<file path="config.mk">
export PLATFORM = sky130hd
export DESIGN_NAME = client_queue_mgr_flat
export DESIGN_NICKNAME = d
export VERILOG_FILES = /design/src/rtl/client_queue_if.sv /design/src/rtl/client_queue_mgr.sv /design/src/flat_wrapper.sv
export SDC_FILE = /design/constraint.sdc
export NUM_CORES = 1
export LEC_CHECK = 0
export CORE_ASPECT_RATIO = 0.9
export CORE_UTILIZATION = 45
export DETAILED_ROUTE_END_ITERATION = 10
export HOLD_SLACK_MARGIN = 0.05
export SLEW_MARGIN = 20
export SYNTH_ARGS = -nofsm -noshare
export SYNTH_HDL_FRONTEND = slang
export SYNTH_SLANG_ARGS = --single-unit
</file>
<file path="constraint.sdc">
create_clock -name clk -period 5.99 [get_ports clk]
set_clock_uncertainty 0.1 [all_clocks]
set_input_delay 0.599 -clock clk [delete_from_list [all_inputs] [get_ports clk]]
set_output_delay 0.599 -clock clk [all_outputs]
set_load 0.005 [all_outputs]
</file>
<file path="src/rtl/client_queue_if.sv">
// client_queue_if: sensor and teller inputs plus queue status outputs of client_queue_mgr
interface client_queue_if #(
  parameter int CNT_W = 4,
  parameter int T_W   = 3,
  parameter int WT_W  = 8
);
  logic             sig_end;
  logic             sig_front;
  logic [T_W-1:0]   tcount;
  logic [CNT_W-1:0] pcount;
  logic [WT_W-1:0]  wtime;
  logic             wtime_valid;
  logic             empty_flag;
  logic             full_flag;
  logic             overflow_err;
  logic             underflow_err;
  logic             tcount_err;
  modport master (
    output sig_end, sig_front, tcount,
    input  pcount, wtime, wtime_valid, empty_flag, full_flag, overflow_err, underflow_err, tcount_err
  );
  modport slave (
    input  sig_end, sig_front, tcount,
    output pcount, wtime, wtime_valid, empty_flag, full_flag, overflow_err, underflow_err, tcount_err
  );
endinterface

</file>
<file path="src/rtl/client_queue_mgr.sv">
// client_queue_mgr: debounced queue occupancy counter with sequential wait-time divider
module client_queue_mgr #(
  parameter int CNT_W       = 4,
  parameter int MAX_CLIENTS = 15,
  parameter int T_W         = 3,
  parameter int SVC_TIME    = 3,
  parameter int WT_W        = 8,
  parameter int DEBOUNCE    = 4
) (
  input  logic          clk,
  input  logic          reset,
  client_queue_if.slave q
);
  localparam int DB_W = $clog2(DEBOUNCE + 1);
  localparam int BC_W = $clog2(WT_W + 1);
  localparam logic [CNT_W-1:0] MAXC = CNT_W'(MAX_CLIENTS);
  typedef enum logic [1:0] {IDLE, LOAD, DIV, DONE} state_t;
  logic [1:0] raw, sync_q, lvl_q, lvl_d, pulse_q, pulse_d;
  logic [1:0][DB_W-1:0] stab_q, stab_d;
  logic up, dn, full, empty;
  logic [CNT_W-1:0] pcount_q, pcount_d;
  logic ovf_q, ovf_d, unf_q, unf_d;
  state_t state_q;
  logic [T_W-1:0] tcount_q, op_t_q, rem_q;
  logic [CNT_W-1:0] op_p_q;
  logic [WT_W-1:0] num_q, wtime_q, numer;
  logic [BC_W-1:0] bit_q;
  logic valid_q, changed, sub;
  logic [T_W:0] rem_sh;
  // index 0 is the rear (arrival) sensor, index 1 the front (departure) sensor
  assign raw = {q.sig_front, q.sig_end};
  always_comb begin
    lvl_d = lvl_q;
    stab_d = '0;
    for (int i = 0; i < 2; i++) begin
      stab_d[i] = sync_q[i] != lvl_q[i] ? stab_q[i] + DB_W'(1) : '0;
      lvl_d[i] = stab_d[i] == DB_W'(DEBOUNCE) ? sync_q[i] : lvl_q[i];
      stab_d[i] = stab_d[i] == DB_W'(DEBOUNCE) ? '0 : stab_d[i];
    end
    pulse_d = lvl_d & ~lvl_q;
  end
  assign up = pulse_q[0];
  assign dn = pulse_q[1];
  assign full = pcount_q == MAXC;
  assign empty = pcount_q == '0;
  always_comb begin
    ovf_d = up & ~dn & full;
    unf_d = dn & ~up & empty;
    pcount_d = (up & ~dn & ~full) ? pcount_q + CNT_W'(1) :
               (dn & ~up & ~empty) ? pcount_q - CNT_W'(1) : pcount_q;
  end
  always_ff @(posedge clk) begin
    if (reset) begin
      sync_q <= '0;
      lvl_q <= '0;
      stab_q <= '0;
      pulse_q <= '0;
      pcount_q <= '0;
      ovf_q <= 1'b0;
      unf_q <= 1'b0;
    end else begin
      sync_q <= raw;
      lvl_q <= lvl_d;
      stab_q <= stab_d;
      pulse_q <= pulse_d;
      pcount_q <= pcount_d;
      ovf_q <= ovf_d;
      unf_q <= unf_d;
    end
  end
  assign changed = {pcount_q, tcount_q} != {op_p_q, op_t_q};
  assign rem_sh = {rem_q, num_q[WT_W-1]};
  assign sub = rem_sh >= {1'b0, op_t_q};
  assign numer = WT_W'(SVC_TIME * (int'(pcount_q) + int'(tcount_q) - 1));
  // num_q holds the numerator and shifts the quotient in from the LSB; wtime only moves in DONE
  always_ff @(posedge clk) begin
    tcount_q <= q.tcount;
    if (reset) begin
      state_q <= LOAD;
      wtime_q <= '0;
      valid_q <= 1'b0;
      op_p_q <= '0;
      op_t_q <= '0;
      num_q <= '0;
      rem_q <= '0;
      bit_q <= '0;
    end else begin
      case (state_q)
        IDLE: if (changed) begin
          state_q <= LOAD;
          valid_q <= 1'b0;
        end
        LOAD: begin
          op_p_q <= pcount_q;
          op_t_q <= tcount_q;
          rem_q <= '0;
          bit_q <= '0;
          valid_q <= 1'b0;
          num_q <= tcount_q == '0 ? '1 : pcount_q == '0 ? '0 : numer;
          state_q <= (tcount_q == '0 || pcount_q == '0) ? DONE : DIV;
        end
        DIV: if (changed) state_q <= LOAD;
        else begin
          rem_q <= sub ? T_W'(rem_sh - {1'b0, op_t_q}) : rem_sh[T_W-1:0];
          num_q <= {num_q[WT_W-2:0], sub};
          bit_q <= bit_q + BC_W'(1);
          if (bit_q == BC_W'(WT_W - 1)) state_q <= DONE;
        end
        DONE: begin
          wtime_q <= num_q;
          valid_q <= ~changed;
          state_q <= IDLE;
        end
        default: state_q <= IDLE;
      endcase
    end
  end
  assign q.pcount = pcount_q;
  assign q.wtime = wtime_q;
  assign q.wtime_valid = valid_q;
  assign q.empty_flag = empty;
  assign q.full_flag = full;
  assign q.overflow_err = ovf_q;
  assign q.underflow_err = unf_q;
  assign q.tcount_err = tcount_q == '0;
endmodule

</file>
<file path="src/flat_wrapper.sv">
// flat-port wrapper written by rule: the top's interface ports become plain ports
module client_queue_mgr_flat 
#(
  parameter int CNT_W       = 4,
  parameter int MAX_CLIENTS = 15,
  parameter int T_W         = 3,
  parameter int SVC_TIME    = 3,
  parameter int WT_W        = 8,
  parameter int DEBOUNCE    = 4
)
  (clk, reset, q_sig_end, q_sig_front, q_tcount, q_pcount, q_wtime, q_wtime_valid, q_empty_flag, q_full_flag, q_overflow_err, q_underflow_err, q_tcount_err);
  client_queue_if #(.CNT_W(CNT_W), .T_W(T_W), .WT_W(WT_W)) q_i ();
  input  logic clk;
  input  logic reset;
  input wire logic [$bits(q_i.sig_end)-1:0] q_sig_end;
  input wire logic [$bits(q_i.sig_front)-1:0] q_sig_front;
  input wire logic [$bits(q_i.tcount)-1:0] q_tcount;
  output wire logic [$bits(q_i.pcount)-1:0] q_pcount;
  output wire logic [$bits(q_i.wtime)-1:0] q_wtime;
  output wire logic [$bits(q_i.wtime_valid)-1:0] q_wtime_valid;
  output wire logic [$bits(q_i.empty_flag)-1:0] q_empty_flag;
  output wire logic [$bits(q_i.full_flag)-1:0] q_full_flag;
  output wire logic [$bits(q_i.overflow_err)-1:0] q_overflow_err;
  output wire logic [$bits(q_i.underflow_err)-1:0] q_underflow_err;
  output wire logic [$bits(q_i.tcount_err)-1:0] q_tcount_err;
  assign q_i.sig_end = q_sig_end;
  assign q_i.sig_front = q_sig_front;
  assign q_i.tcount = q_tcount;
  assign q_pcount = q_i.pcount;
  assign q_wtime = q_i.wtime;
  assign q_wtime_valid = q_i.wtime_valid;
  assign q_empty_flag = q_i.empty_flag;
  assign q_full_flag = q_i.full_flag;
  assign q_overflow_err = q_i.overflow_err;
  assign q_underflow_err = q_i.underflow_err;
  assign q_tcount_err = q_i.tcount_err;
  client_queue_mgr #(.CNT_W(CNT_W), .MAX_CLIENTS(MAX_CLIENTS), .T_W(T_W), .SVC_TIME(SVC_TIME), .WT_W(WT_W), .DEBOUNCE(DEBOUNCE)) u_core (.clk(clk), .reset(reset), .q(q_i));
endmodule
</file>
## Yosys cells after proc, flatten, opt, wreduce, memory -nomap -nowiden

Index checks and enable logic that the tools add are counted.

- Flip-flop bits (word level): 54
- Word-level logic and storage cells: 87
- Input bits: 7
- Output and inout port bits: 18

- Reduce and logical (&&, ||, !) cells: 12
- Multiply operators: 1
- $add $sub $neg: 8
- Order comparisons: 1
- Muxes and demuxes: 22
- Equality and inequality tests: 13
- Bitwise logic cells: 13

Operator list:

| kind | count |
|---|---|
| $mul A3 B32 Y8 const A | 1 |
| $sub A32 B2 Y32 const B | 1 |
| $mux W8 | 3 |
| $pmux W8 S2 | 1 |
| $mux W3 | 4 |
| $mux W4 | 3 |
| $add A4 B1 Y4 const B | 2 |
| $pmux W2 S4 | 1 |
| $pmux W4 S2 | 1 |
| $ne A7 B7 Y1 | 1 |
| $add A3 B1 Y3 const B | 2 |
| $and A1 B1 Y1 | 6 |
| $eq A3 B3 Y1 const B | 2 |
| $mux W2 | 3 |
| $pmux W3 S2 | 1 |
| $reduce_and A2 Y1 | 3 |
| $add A4 B3 Y5 | 1 |
| $not A1 Y1 | 5 |
| $eq A2 B2 Y1 const B | 2 |
| $eq A4 B3 Y1 const B | 1 |
| $eq A4 B4 Y1 const B | 1 |
| $ge A4 B3 Y1 | 1 |
| $logic_not A4 Y1 | 1 |
| $mux W1 | 4 |
| 16 further kinds | 19 |

## Logic depth before layout (Yosys ltp)

- Depth in word-level cells: 6
- Depth in mapped cells: 17
- Mapped depth without buffers: 17

## Least setup slack after synthesis

OpenSTA, ideal clock, no wires.

- Path type: register -> register
- Start point: reg u_core.pcount_q[0], in the netlist u_core.q.pcount[0]
- End point: reg u_core.num_q[6]
- Buffers on the path: 0
- Stages on the path, launching flop included: 17
- Clock period less this slack: 3937 ps
- Data arrival time: 3705 ps
- Path slack: 2053 ps
- Required time: 5758 ps
- Setup time: 132 ps
- Cell sequence: dfxtp_1 ha_1 inv_1 fa_1 nand2b_4 nor3_1 a221o_1 a221oi_2 xnor2_1 ha_1 fa_1 a21o_1 a21oi_1 xor2_1 o211ai_1 o211ai_1 a21oi_1

- Word-level cells in the longest chain between the ends: 6
- Elaborated cells on any way between the ends: 10
- Those cells by class: add/sub (2); mul (1); eq/ne (2); mux (3); reduce/logical (2)

RTL lines:

| element | line | text |
|---|---|---|
| start, declared | client_queue_mgr.sv:21 | `logic [CNT_W-1:0] pcount_q, pcount_d;` |
| start signal, assigned | client_queue_mgr.sv:66 | `pcount_q <= pcount_d;` |
| $add A4 B3 Y5 | client_queue_mgr.sv:74 | `assign numer = WT_W'(SVC_TIME * (int'(pcount_q) + int'(tcount_q) - 1));` |
| $sub A32 B2 Y32 | client_queue_mgr.sv:74 |  |
| $mul A3 B32 Y8 | client_queue_mgr.sv:74 |  |
| $mux W8 (2 in series) | client_queue_mgr.sv:99 | `num_q <= tcount_q == '0 ? '1 : pcount_q == '0 ? '0 : numer;` |
| $pmux W8 S2 | client_queue_mgr.sv:88 | `case (state_q)` |
| end signal, assigned | client_queue_mgr.sv:99 |  |
| end signal, assigned | client_queue_mgr.sv:105 | `num_q <= {num_q[WT_W-2:0], sub};` |
| end, declared | client_queue_mgr.sv:26 | `logic [WT_W-1:0] num_q, wtime_q, numer;` |

Parallel ways exist; a longest one is shown, timed or not.
A chain may end at the register's enable or synchronous reset.

## Worst setup path after layout

- Start point: reg u_core.pcount_q[0], in the netlist u_core.q.pcount[0]
- End point: reg u_core.num_q[5]

The elaborated chain is that of the path after synthesis.

==> flow_summary_export.csv <==
group,metric,value,unit
floorplanning,die_x,88.07,um
critical_path,start_kind,"flop",
floorplanning,die-area,6998,um2
floorplanning,die_h,79.47,um
cells_and_area,nNetsFinal,386,
cells_and_area,final_cell_mix,"54 x dfxtp_1, 38 x nand2_1, 36 x a21oi_1",
pwr,powerDensity,231.6,nW/um2
synth,yosys.area.top_type,"dfxtp_1",
timing,finalCritPeriodShare,0.7047,
drt,num_vias,2316,
timing,setup_viol,0,
placed_design,dp_hpwl,4220,um
floorplanning,core,6284,um2
timing,finalHoldViolations,0,
clocking,hold_buffers,0,
drt,wl_per_cell,13.50,um
drt,postRouteAntennaNets,0,
cells_and_area,diodes,0,
synth,netlist_top_cells_area,"dfxtp_1 36%, ha_1 9.2%, a21oi_1 6.0%, xnor2_1 5.3%, nand2_1 4.8%",
clocking,clk_path_buf_depth,2,
clocking,cts_root_buf,"clkbuf_8",
synth,async_reset_ff_frac,0,
cells_and_area,area_delta_synth_final,13.01,%
synth,synth-seq-cells,54,
global_route,grt_pass1_vias,2162,
global_route,grt_max_degree,52,
timing,max_slew_margin,0.3983,
global_route,track_usage,0.1907,
cells_and_area,multiInputGateArea,1755,um2
synth,syn_area,3000,um2
clocking,ctsHtreeMaxLevel,2,
synth,synth_edf_count,0,
hold_path,hold_class,"flop to flop",
drt,drcViolationCount,0,
floorplanning,row_count,27,
global_route,grt_pass1_wl,10450,um
cells_and_area,nFillCells,611,
drt,drt_pre_antenna_iters,4,
pwr,vdd_ir_drop_max,0.1129,mV
timing,slew_viol_final,0,
drt,maxUsedRoutingLayer,"met4",
critical_path,critPathArrivalTime,4.35,ns
synth,seq_area_frac_synth,0.3603,
timing,finalSetupTns,0,ns
synth,syn_avg_cell_area,8.877,um2
synth,yosysUniqueCellTypes,57,
timing,rsz0062_at_grt,"false",
critical_path,setup.worst_path.class,"flop to flop",
synth,synth_top_area_share,0.3603,
clocking,cts_sinks,54,
critical_path,worstPathMaxFanout,9,
drt,routed_via_density,5.252,
global_route,grt_overflow,0,
run,max_cap_violations,0,
synth,synth_ff_type,"dfxtp_1",
synth,syn_nets,371,
status,status,"complete, no violations",
critical_path,cp.required,6.12,ns
timing,hold_ws,0.3445,ns
clocking,insertion_delay,0.31,ns
pwr,fin_total_pwr,785.2,uW
clocking,tritoncts,"done",
critical_path,end_kind,"flop",
cells_and_area,drive_gt1_frac,0.07345,
pwr,p_leak,0.001300,uW
drt,routed_wl,5955,um
drt,met2WireLength,2521,um
timing,period_needed,4.221,ns
floorplanning,initial_utilization,0.4775,
placed_design,port_buffers,24,
clocking,cts_made_buffers,5,
synth,synth_cells,338,
clocking,post_cts_resized,0,
clocking,post_cts_buffers,0,
drt,first_iter_violations,113,
placed_design,gp_congestion,0.7450,
global_route,antenna_found_initial,0,
cells_and_area,seqCellArea,1081,um2
clocking,path_clk_slew,0.10,ns
drt,wl_met1,3111,um
timing,tightest_slew,0.8971,ns
timing,max_freq,236.9,MHz
synth,yosys_warnings,0,
drt,route.met3.wl,266,um
cells_and_area,final_common_cell,"dfxtp_1",
floorplanning,io_pins,25,
[critical path, stage by stage, from the launching register on]
cell and delay (ns):
dfxtp_1 0.57, ha_1 0.26, inv_1 0.06, fa_1 0.53, nand2b_4 0.14, nor3_1 0.05
a221o_1 0.34, a221oi_2 0.32, xnor2_1 0.11, ha_1 0.35, ha_1 0.33, a211oi_1 0.28
nor2_1 0.09, o311ai_1 0.23, o21ai_0 0.15, a211oi_2 0.23
[worst paths after layout]
path,slack (ns),depth (start not counted),endpoint,from
worst max-delay path,1.77,15,u_core.num_q[5],u_core.q.pcount[0]
worst min-delay path,0.34,1,u_core.stab_q[3],u_core.stab_q[3]
worst max register to register,1.77,15,u_core.num_q[5],u_core.q.pcount[0]
worst min register to register,0.34,1,u_core.stab_q[3],u_core.stab_q[3]
[cells by family (layout without fill, tap and decap cells)]
| family | Yosys count | after routing | synth area share |
|---|---|---|---|
| compound gates | 76 | 76 | 0.1697 |
| xor+xnor | 24 | 24 | 0.07256 |
| fa+ha+maj | 26 | 26 | 0.1184 |
| buf+inv | 34 | 50 | 0.05463 |
| flops | 54 | 54 | 0.3603 |
| mux | 9 | 9 | 0.03044 |
| simple gates | 115 | 115 | 0.1939 |
[area by class of cell]
cell class | count | share of cell area
Multi-Input combinational cell | 250 | 0.5177
Sequential cell | 54 | 0.3188
Timing Repair Buffer | 25 | 0.07306
Tap cell | 87 | 0.03210
Clock buffer | 6 | 0.02435
Inverter | 17 | 0.02251
Clock inverter | 2 | 0.01144
[where the power goes]
part | internal, uW | switching (uW) | leakage [uW]
sequential | 373 | 19.1 | 0.000439
combinational | 52.6 | 78.4 | 0.000799
clock | 138 | 125 | 0.0000618
[per-stage QoR]
stage / instances / instance area [um2] / utilization / setup WS (ns)
final: 441 / 3391 / 0.5396 / 1.769
after global routing: 441 / 3391 / 0.5396 / 1.350
after CTS: 441 / 3391 / 0.5396 / 1.743
after detailed placement: 433 / 3269 / 0.5203 / 1.768
after global placement: 433 / 3269 / 0.5203 / 1.860
after floorplan: 338 / 3000 / - / 2.053
[Yosys cell counts, types with 3 or more instances]
cell type and n:
o211ai_1 12, clkbuf_1 11, xor2_1 5, nor2_1 21, mux2i_1 8, nor2b_1 4, nand2_1 38, inv_1 16
xnor2_1 18, fa_1 4, nor3_1 11, a21o_1 3, dfxtp_1 54, nand2b_1 7, a21oi_1 36, ha_1 22
o21ai_0 6, nand3_1 14
[routing by layer]
layer  GRT usage  up-vias
li1            -     1210
met1      0.2762     1062
met2      0.2876       40
met3     0.03930        4
met4     0.04839        0
met5           0        -
[state kept, by name, indices dropped and copies added, names as in the netlist]
signal / cells
u_core.bit_q: 4
u_core.lvl_q: 2
u_core.num_q: 8
u_core.op_p_q: 4
u_core.op_t_q: 3
u_core.pulse_q: 2
u_core.q.overflow_err: 1
u_core.q.pcount: 4
u_core.q.underflow_err: 1
u_core.q.wtime: 8
u_core.q.wtime_valid: 1
u_core.rem_q: 3
u_core.stab_q: 6
u_core.state_q: 2
u_core.sync_q: 2
u_core.tcount_q: 3
(Power assumes the default switching activity.)
